<file path="config.mk">
export PLATFORM = sky130hd
export DESIGN_NAME = detector_scheduler_flat
export DESIGN_NICKNAME = d
export VERILOG_FILES = /design/src/rtl/detector_scheduler_if.sv /design/src/rtl/detector_scheduler.sv /design/src/flat_wrapper.sv
export SDC_FILE = /design/constraint.sdc
export NUM_CORES = 1
export LEC_CHECK = 0
export CAP_MARGIN = 10
export CORE_UTILIZATION = 48
export CTS_CLUSTER_SIZE = 12
export DETAILED_ROUTE_END_ITERATION = 8
export PLACE_DENSITY = 0.79
export SETUP_SLACK_MARGIN = 0.2
export SLEW_MARGIN = 0
export SYNTH_ARGS = -nofsm -noshare
export SYNTH_HDL_FRONTEND = slang
export SYNTH_SLANG_ARGS = --single-unit
</file>
<file path="constraint.sdc">
create_clock -name clk -period 2.2 [get_ports clk]
set_clock_uncertainty 0.2 [all_clocks]
set_input_delay 0.22 -clock clk [delete_from_list [all_inputs] [get_ports clk]]
set_output_delay 0.22 -clock clk [all_outputs]
set_load 0.02 [all_outputs]
</file>
<file path="src/rtl/detector_scheduler_if.sv">
// detector_scheduler_if: request/data/grant bundle, detector link and frame status
// for detector_scheduler. The slave modport is the scheduler's view; master is the
// view of whatever drives the requests and hosts the serial detector.
interface detector_scheduler_if #(
   parameter int unsigned WIDTH = 8,
   parameter int unsigned CNT_W = 4
) ();

   logic             req0;
   logic             req1;
   logic [WIDTH-1:0] data0;
   logic [WIDTH-1:0] data1;
   logic             gnt0;
   logic             gnt1;
   logic             det_inp;
   logic             det_rst;
   logic [1:0]       det_out;
   logic             busy;
   logic             done;
   logic             done_id;
   logic [CNT_W-1:0] cnt01;
   logic [CNT_W-1:0] cnt10;
   logic [CNT_W-1:0] cnt11;

   modport slave (
      input  req0, req1, data0, data1, det_out,
      output gnt0, gnt1, det_inp, det_rst, busy, done, done_id, cnt01, cnt10, cnt11
   );

   modport master (
      output req0, req1, data0, data1, det_out,
      input  gnt0, gnt1, det_inp, det_rst, busy, done, done_id, cnt01, cnt10, cnt11
   );

endinterface

</file>
<file path="src/rtl/detector_scheduler.sv">
// detector_scheduler: shares one serial sequence detector between two word producers.
// A granted word is captured, the detector is cleared for one cycle, the word is
// shifted out LSB first, and nonzero detector codes are tallied per frame.
// Build option: define DETSCHED_RR_EN for round-robin arbitration; otherwise req0
// has fixed priority on a tie.
module detector_scheduler #(
   parameter int unsigned WIDTH = 8,
   parameter int unsigned CNT_W = 4
) (
   input  logic                 clk,
   input  logic                 rst,
   detector_scheduler_if.slave  bus_io
);

   localparam int unsigned BitCntW = (WIDTH > 1) ? $clog2(WIDTH) : 1;
   localparam logic [BitCntW-1:0] LastBit = BitCntW'(WIDTH - 1);
   localparam logic [CNT_W-1:0] CntMax = '1;

   typedef enum logic [2:0] {
      StIdle,
      StClr,
      StShift,
      StDrain,
      StDone
   } state_e;

   state_e             state_q, state_d;
   logic [WIDTH-1:0]   shreg_q, shreg_d;
   logic [BitCntW-1:0] bit_cnt_q, bit_cnt_d;
   logic               id_q, id_d;
   logic               last_id_q, last_id_d;
   logic               done_id_q, done_id_d;
   logic [CNT_W-1:0]   cnt01_q, cnt01_d;
   logic [CNT_W-1:0]   cnt10_q, cnt10_d;
   logic [CNT_W-1:0]   cnt11_q, cnt11_d;

   logic pick1;
   logic in_idle;
   logic grant;

   function automatic logic [CNT_W-1:0] sat_inc(input logic [CNT_W-1:0] v);
      return (v == CntMax) ? v : v + 1'b1;
   endfunction

   // Arbitration: decide which requester would win if a grant were issued now
   always_comb begin
`ifdef DETSCHED_RR_EN
      // On a tie the requester that was not served last wins
      pick1 = bus_io.req1 & (~bus_io.req0 | ~last_id_q);
`else
      pick1 = bus_io.req1 & ~bus_io.req0;
`endif
   end

`ifndef DETSCHED_RR_EN
   // last_id is tracked in both builds but only steers arbitration in round-robin mode
   logic unused_last_id;
   assign unused_last_id = last_id_q;
`endif

   // Grants are combinational and only live in an idle, non-reset cycle
   always_comb begin
      in_idle     = ~rst & (state_q == StIdle);
      bus_io.gnt0 = in_idle & (bus_io.req0 | bus_io.req1) & ~pick1;
      bus_io.gnt1 = in_idle & pick1;
      grant       = bus_io.gnt0 | bus_io.gnt1;
   end

   // Next-state and datapath updates for one frame
   always_comb begin
      state_d   = state_q;
      shreg_d   = shreg_q;
      bit_cnt_d = bit_cnt_q;
      id_d      = id_q;
      last_id_d = last_id_q;
      done_id_d = done_id_q;
      cnt01_d   = cnt01_q;
      cnt10_d   = cnt10_q;
      cnt11_d   = cnt11_q;

      unique case (state_q)
         StIdle: begin
            if (grant) begin
               shreg_d   = pick1 ? bus_io.data1 : bus_io.data0;
               id_d      = pick1;
               last_id_d = pick1;
               state_d   = StClr;
            end
         end
         StClr: begin
            cnt01_d   = '0;
            cnt10_d   = '0;
            cnt11_d   = '0;
            bit_cnt_d = '0;
            state_d   = StShift;
         end
         StShift: begin
            shreg_d = shreg_q >> 1;
            unique case (bus_io.det_out)
               2'b01:   cnt01_d = sat_inc(cnt01_q);
               2'b10:   cnt10_d = sat_inc(cnt10_q);
               2'b11:   cnt11_d = sat_inc(cnt11_q);
               default: ;
            endcase
            if (bit_cnt_q == LastBit) begin
               state_d = StDrain;
            end else begin
               bit_cnt_d = bit_cnt_q + 1'b1;
            end
         end
         StDrain: begin
            // The detector reports the last shifted bit one cycle late, so sample here too
            unique case (bus_io.det_out)
               2'b01:   cnt01_d = sat_inc(cnt01_q);
               2'b10:   cnt10_d = sat_inc(cnt10_q);
               2'b11:   cnt11_d = sat_inc(cnt11_q);
               default: ;
            endcase
            done_id_d = id_q;
            state_d   = StDone;
         end
         StDone: begin
            state_d = StIdle;
         end
         default: begin
            state_d = StIdle;
         end
      endcase
   end

   // State registers with synchronous reset; reset aborts any frame in flight
   always_ff @(posedge clk) begin
      if (rst) begin
         state_q   <= StIdle;
         shreg_q   <= '0;
         bit_cnt_q <= '0;
         id_q      <= 1'b0;
         last_id_q <= 1'b1;
         done_id_q <= 1'b0;
         cnt01_q   <= '0;
         cnt10_q   <= '0;
         cnt11_q   <= '0;
      end else begin
         state_q   <= state_d;
         shreg_q   <= shreg_d;
         bit_cnt_q <= bit_cnt_d;
         id_q      <= id_d;
         last_id_q <= last_id_d;
         done_id_q <= done_id_d;
         cnt01_q   <= cnt01_d;
         cnt10_q   <= cnt10_d;
         cnt11_q   <= cnt11_d;
      end
   end

   // Status and detector drive decoded from the registered state
   always_comb begin
      bus_io.det_rst = rst | (state_q == StClr);
      bus_io.det_inp = ~rst & (state_q == StShift) & shreg_q[0];
      bus_io.busy    = ~rst & (state_q != StIdle);
      bus_io.done    = ~rst & (state_q == StDone);
      bus_io.done_id = done_id_q;
      bus_io.cnt01   = cnt01_q;
      bus_io.cnt10   = cnt10_q;
      bus_io.cnt11   = cnt11_q;
   end

endmodule

</file>
<file path="src/flat_wrapper.sv">
// flat-port wrapper written by rule: the top's interface ports become plain ports
module detector_scheduler_flat 
#(
   parameter int unsigned WIDTH = 8,
   parameter int unsigned CNT_W = 4
)
  (clk, rst, bus_io_req0, bus_io_req1, bus_io_data0, bus_io_data1, bus_io_det_out, bus_io_gnt0, bus_io_gnt1, bus_io_det_inp, bus_io_det_rst, bus_io_busy, bus_io_done, bus_io_done_id, bus_io_cnt01, bus_io_cnt10, bus_io_cnt11);
  detector_scheduler_if #(.WIDTH(WIDTH), .CNT_W(CNT_W)) bus_io_i ();
  input  logic clk;
  input  logic rst;
  input wire logic [$bits(bus_io_i.req0)-1:0] bus_io_req0;
  input wire logic [$bits(bus_io_i.req1)-1:0] bus_io_req1;
  input wire logic [$bits(bus_io_i.data0)-1:0] bus_io_data0;
  input wire logic [$bits(bus_io_i.data1)-1:0] bus_io_data1;
  input wire logic [$bits(bus_io_i.det_out)-1:0] bus_io_det_out;
  output wire logic [$bits(bus_io_i.gnt0)-1:0] bus_io_gnt0;
  output wire logic [$bits(bus_io_i.gnt1)-1:0] bus_io_gnt1;
  output wire logic [$bits(bus_io_i.det_inp)-1:0] bus_io_det_inp;
  output wire logic [$bits(bus_io_i.det_rst)-1:0] bus_io_det_rst;
  output wire logic [$bits(bus_io_i.busy)-1:0] bus_io_busy;
  output wire logic [$bits(bus_io_i.done)-1:0] bus_io_done;
  output wire logic [$bits(bus_io_i.done_id)-1:0] bus_io_done_id;
  output wire logic [$bits(bus_io_i.cnt01)-1:0] bus_io_cnt01;
  output wire logic [$bits(bus_io_i.cnt10)-1:0] bus_io_cnt10;
  output wire logic [$bits(bus_io_i.cnt11)-1:0] bus_io_cnt11;
  assign bus_io_i.req0 = bus_io_req0;
  assign bus_io_i.req1 = bus_io_req1;
  assign bus_io_i.data0 = bus_io_data0;
  assign bus_io_i.data1 = bus_io_data1;
  assign bus_io_i.det_out = bus_io_det_out;
  assign bus_io_gnt0 = bus_io_i.gnt0;
  assign bus_io_gnt1 = bus_io_i.gnt1;
  assign bus_io_det_inp = bus_io_i.det_inp;
  assign bus_io_det_rst = bus_io_i.det_rst;
  assign bus_io_busy = bus_io_i.busy;
  assign bus_io_done = bus_io_i.done;
  assign bus_io_done_id = bus_io_i.done_id;
  assign bus_io_cnt01 = bus_io_i.cnt01;
  assign bus_io_cnt10 = bus_io_i.cnt10;
  assign bus_io_cnt11 = bus_io_i.cnt11;
  detector_scheduler #(.WIDTH(WIDTH), .CNT_W(CNT_W)) u_core (.clk(clk), .rst(rst), .bus_io(bus_io_i));
endmodule
</file>
### Word level (Yosys, flattened, before mapping)

Index checks and enable logic that the tools add are counted.

* bits in registers: 28
* latch bits: 0
* RAM bits: 0
* ROM bits: 0
* bits of input ports: 22
* output and inout port bits: 19
* word-level logic and storage cells: 77
* memories kept: 0

* add/sub/neg operators: 4
* multiply operators: 0
* div/mod/pow operators: 0
* $lt $le $gt $ge: 0
* equal/unequal tests: 20
* shifts and indexed selects: 0
* mux-type cells: 17
* bitwise operators: 15
* reductions and logical operators: 13

Operator list (number)
* $mux W4: 6
* $pmux W4 S2: 3
* $mux W8: 2
* $pmux W8 S2: 1
* $add A4 B1 Y4 const B: 3
* $eq A4 B4 Y1 const B: 3
* $pmux W3 S4: 1
* $ne A2 B1 Y1 const B: 5
* $and A1 B1 Y1: 9
* $mux W3: 3
* $reduce_and A3 Y1: 3
* $ne A2 B2 Y1 const B: 4
* $reduce_and A2 Y1: 4
* $eq A3 B2 Y1 const B: 2
* $eq A3 B3 Y1 const B: 2
* $pmux W3 S2: 1
* $reduce_bool A2 Y1: 3
* $eq A2 B2 Y1 const B: 2
* $add A3 B1 Y3 const B: 1
* $eq A3 B1 Y1 const B: 1
* $logic_not A3 Y1: 1
* $not A1 Y1: 3
* $or A1 B1 Y1: 3
* $reduce_bool A3 Y1: 1
* 2 further kinds: 2

### Depth between registers and ports, before layout

* depth after elaboration: 7
* mapped depth: 6
* depth with buffers taken out: 6

### Worst setup path before layout

Ideal clock, no wire load.

* path kind: register to register
* from: register u_core.bit_cnt_q[0]
* to: register u_core.bit_cnt_q[1]
* setup time: 0.117 ns
* arrival time: 1.518 ns
* data required time: 1.883 ns
* setup slack: 0.365 ns
* cell stages (with the launch flop): 7
* path buffers: 0
* period minus slack after synthesis: 1.835 ns
* path through: dfxtp_1 ha_1 ha_1 or3b_2 a21oi_1 nor2_1 a22o_1

* word-level cells in the longest chain between the ends: 3
* elaborated cells on any way between the ends: 6
* classes of those cells: 1 x add/sub; 2 x eq/ne; 2 x mux; 1 x reduce/logical

Ends and longest elaborated chain
* start, declared: RTL line detector_scheduler.sv:29 `logic [BitCntW-1:0] bit_cnt_q, bit_cnt_d;`
* start signal, assigned: RTL line detector_scheduler.sv:146 `bit_cnt_q <= bit_cnt_d;`
* $add A3 B1 Y3 / $eq A3 B3 Y1 (equally long branches): RTL line detector_scheduler.sv:108, detector_scheduler.sv:105
* $mux W3 / $ne A2 B2 Y1 (equally long branches)
* $pmux W3 S2 / $reduce_and A2 Y1 (equally long branches)

Parallel ways exist; a longest one is shown, timed or not. The select of a mux whose other input is x is not followed.
A chain may end at the register's enable or synchronous reset.

### Worst setup path in the final report

* from: register u_core.state_q[1]
* to: output port bus_io_det_inp

* word-level cells in the longest chain between the ends: 3

Ends and longest elaborated chain
* start, declared: RTL line detector_scheduler.sv:27 `state_e state_q, state_d;`
* start signal, assigned: RTL line detector_scheduler.sv:134 `state_q <= StIdle;`
* start signal, assigned: RTL line detector_scheduler.sv:144 `state_q <= state_d;`
* $eq A3 B2 Y1: RTL line detector_scheduler.sv:159 `bus_io.det_inp = ~rst & (state_q == StShift) & shreg_q[0];`
* $and A1 B1 Y1 (2 in series): RTL line detector_scheduler.sv:159
* end, declared: RTL line flat_wrapper.sv:18 `output wire logic [$bits(bus_io_i.det_inp)-1:0] bus_io_det_inp;`

No other way between the ends.

==> metrics.cfg <==
[yosys]
synth_top_area_share_pct=36.7
yosysSeqAreaShare_pct=36.7
syn_inst=176
syn_area_sq_um=1530
ys_types=39
async_flop_share_pct=0
synth_edf_count=0
synthesis.yosys.warnings=0
yosys-top-cells-area=dfxtp_1 (37%), mux2i_1 (8.5%), a22o_1 (5.7%), nor2_1 (4.7%), ha_1 (4.1%)
synth_largest_area_cell=dfxtp_1
synth.most_common_cell=dfxtp_1
synth_flop_cell=dfxtp_1
ys_top_cells_by_count=dfxtp_1 (28), nor2_1 (19), nand2_1 (15), mux2i_1 (13), a22o_1 (10)
synth_fp_nets=203
ys_ff_latch=28
synth.avg_cell_area_sq_um=8.68

[critical_path]
critPathMaxFanout=4
endpoint_kind=output pin
cp-start-kind=flop
critPathKind=reg -> out
rrSetupSlack_ns=0.30
cp.required_ns=1.78
arrival_ns=1.50

[pwr]
p_leak_nw=0.857
peakVddDrop_mv=0.495
p_per_area_nw_per_um2=655
total_power_w=0.00135

[die]
start_util_pct=50.5
design.portCount=41
rows=20
die_y_um=58.4
die_area_sq_um=3410
die_w_um=58.4
core-area_sq_um=3030

[global_route]
grt_pass1_vias=1398
grt_pass1_wl_um=5860
grtUsageTotal_pct=22.4
overflow=0
grt_max_degree=17
antenna_found_initial=0

[final_layout]
final_util_pct=68.1
diodes=0
layout.nets=248
drive_above_1_share_pct=15.5
area_delta_synth_final_pct=34.9
nFillCells=243

[cts]
cts-root-buf=clkbuf_4
h-tree-depth=1
cts_hold_buf=0
cts_buffers=3
cts_buffer_depth=2
clock-sinks=28
clk_pin_slew_ns=0.16
clk_latency_ns=0.34
cts_tree=built

[timing]
maxSlewHeadroom_pct=67.0
rsz0062_at_grt=no
tightest_slew_ns=0.491
slew_viol_final=0
fin_crit_sh_pct=87.4
final_hold_viol_count=0
setup_viol=0
timing.final.crit_period_ns=1.92
fmax_ghz=0.520

[worst_hold_path]
hp-class=reg -> reg

[placed_design]
gp_congestion=0.843
hpwl_um=2740
io_buffer_count=40

[job]
maxCapViolCount=0

[drt]
avgViaCountPerCell=5.48
dr.first_iter.drc_count=67
wire_per_inst_um=13.5
firstDrtPassIters=4
drc_errors=0
drtAntennaViolNets=0
vias=1447
wl_um=3560

[outcome]
status=completed

-- worst max-delay path, cell delays in order (launching register included) --
cell and delay, ns:
dfxtp_1 0.39, inv_2 0.07, or3_1 0.37, nor2_1 0.15, clkbuf_2 0.19
-- area by class of cell --
class	instances	area (sq um)	share of cell area, %
Multi-Input combinational cell	133	922	44.7
Sequential cell	28	563	27.3
Timing Repair Buffer	50	449	21.8
Tap cell	44	55.1	2.67
Clock inverter	1	30.0	1.46
Clock buffer	3	22.5	1.09
Inverter	5	18.8	0.911
-- logic make-up (layout without fill, tap and decap cells) --
group	after synthesis	count (layout)	share of synthesized area, %
adders and majority gates	5	5	4.10
buffers and inverters	15	59	4.42
muxes	18	18	12.2
and+or+nand+nor	72	72	24.2
DFF	28	28	36.7
xor gates and xnor gates	1	1	0.573
AOI/OAI and AO/OA	37	37	17.9
-- sequential cells by signal, indices dropped and copies added, names as in the netlist --
name / flops
u_core.shreg_q: 8
u_core.bus_io.cnt10: 4
u_core.id_q: 1
u_core.bit_cnt_q: 3
u_core.bus_io.cnt01: 4
u_core.bus_io.done_id: 1
u_core.bus_io.cnt11: 4
u_core.state_q: 3
-- repair_timing --
item,in CTS,in global routing
resized for setup,12,12
pin swaps,0,0
setup buffers,0,0
gates cloned,0,0
setup endpoints to repair,6,14
-- worst paths after layout --
kind                                                        from  cells past startpoint                                to
worst max-delay path              u_core.state_q[1]$_SDFFE_PP0P_                      4                    bus_io_det_inp
worst min-delay path              u_core.shreg_q[2]$_SDFFE_PP0P_                      1    u_core.shreg_q[2]$_SDFFE_PP0P_
worst max register to register  u_core.bit_cnt_q[0]$_SDFFE_PP0P_                      6  u_core.bit_cnt_q[1]$_SDFFE_PP0P_
worst min register to register    u_core.shreg_q[2]$_SDFFE_PP0P_                      1    u_core.shreg_q[2]$_SDFFE_PP0P_
-- cells in the final DEF (no fill, tap or decap), drive strengths merged, types with 2 or more instances in the layout --
master / count
a22o: 10
o21a: 6
nand3b: 3
ha: 5
nand2b: 3
or3b: 2
and2: 4
clkdlybuf4s50: 34
o21ai: 7
a21oi: 4
nor3: 7
nor2: 19
clkbuf: 7
nor2b: 2
mux2i: 13
dfxtp: 28
nor4: 2
and3: 4
mux2: 5
a211oi: 2
inv: 5
nand3: 7
nand2: 15
buf: 11
a32oi: 3
-- metrics by stage --
stage	setup slack [ns]	cell area, sq um	cells	setup TNS, ns	hold WS [ns]
floorplan	0.365	1530	176	0	0.117
global placement	0.0732	2010	260	0	0.248
detailed placement	-0.000919	2010	260	-0.000919	0.273
CTS	0.105	2070	264	0	0.309
global route	0.201	2060	264	0	0.332
finish	0.277	2060	264	0	0.305
-- power by group --
part	internal (W)	switching, W
Sequential	0.000558	0.0000324
Clock	0.000185	0.000162
Combinational	0.000197	0.000216
-- per-layer routing --
| layer | global-route usage, % | routed length [um] | up-vias |
|---|---|---|---|
| met5 | 0 | 0 | - |
| met4 | 11.6 | 78 | 0 |
| met3 | 2.86 | 94 | 8 |
| met2 | 42.0 | 1820 | 30 |
| met1 | 24.5 | 1570 | 682 |
| li1 | - | - | 727 |
Power figures use the tool's default switching activity.
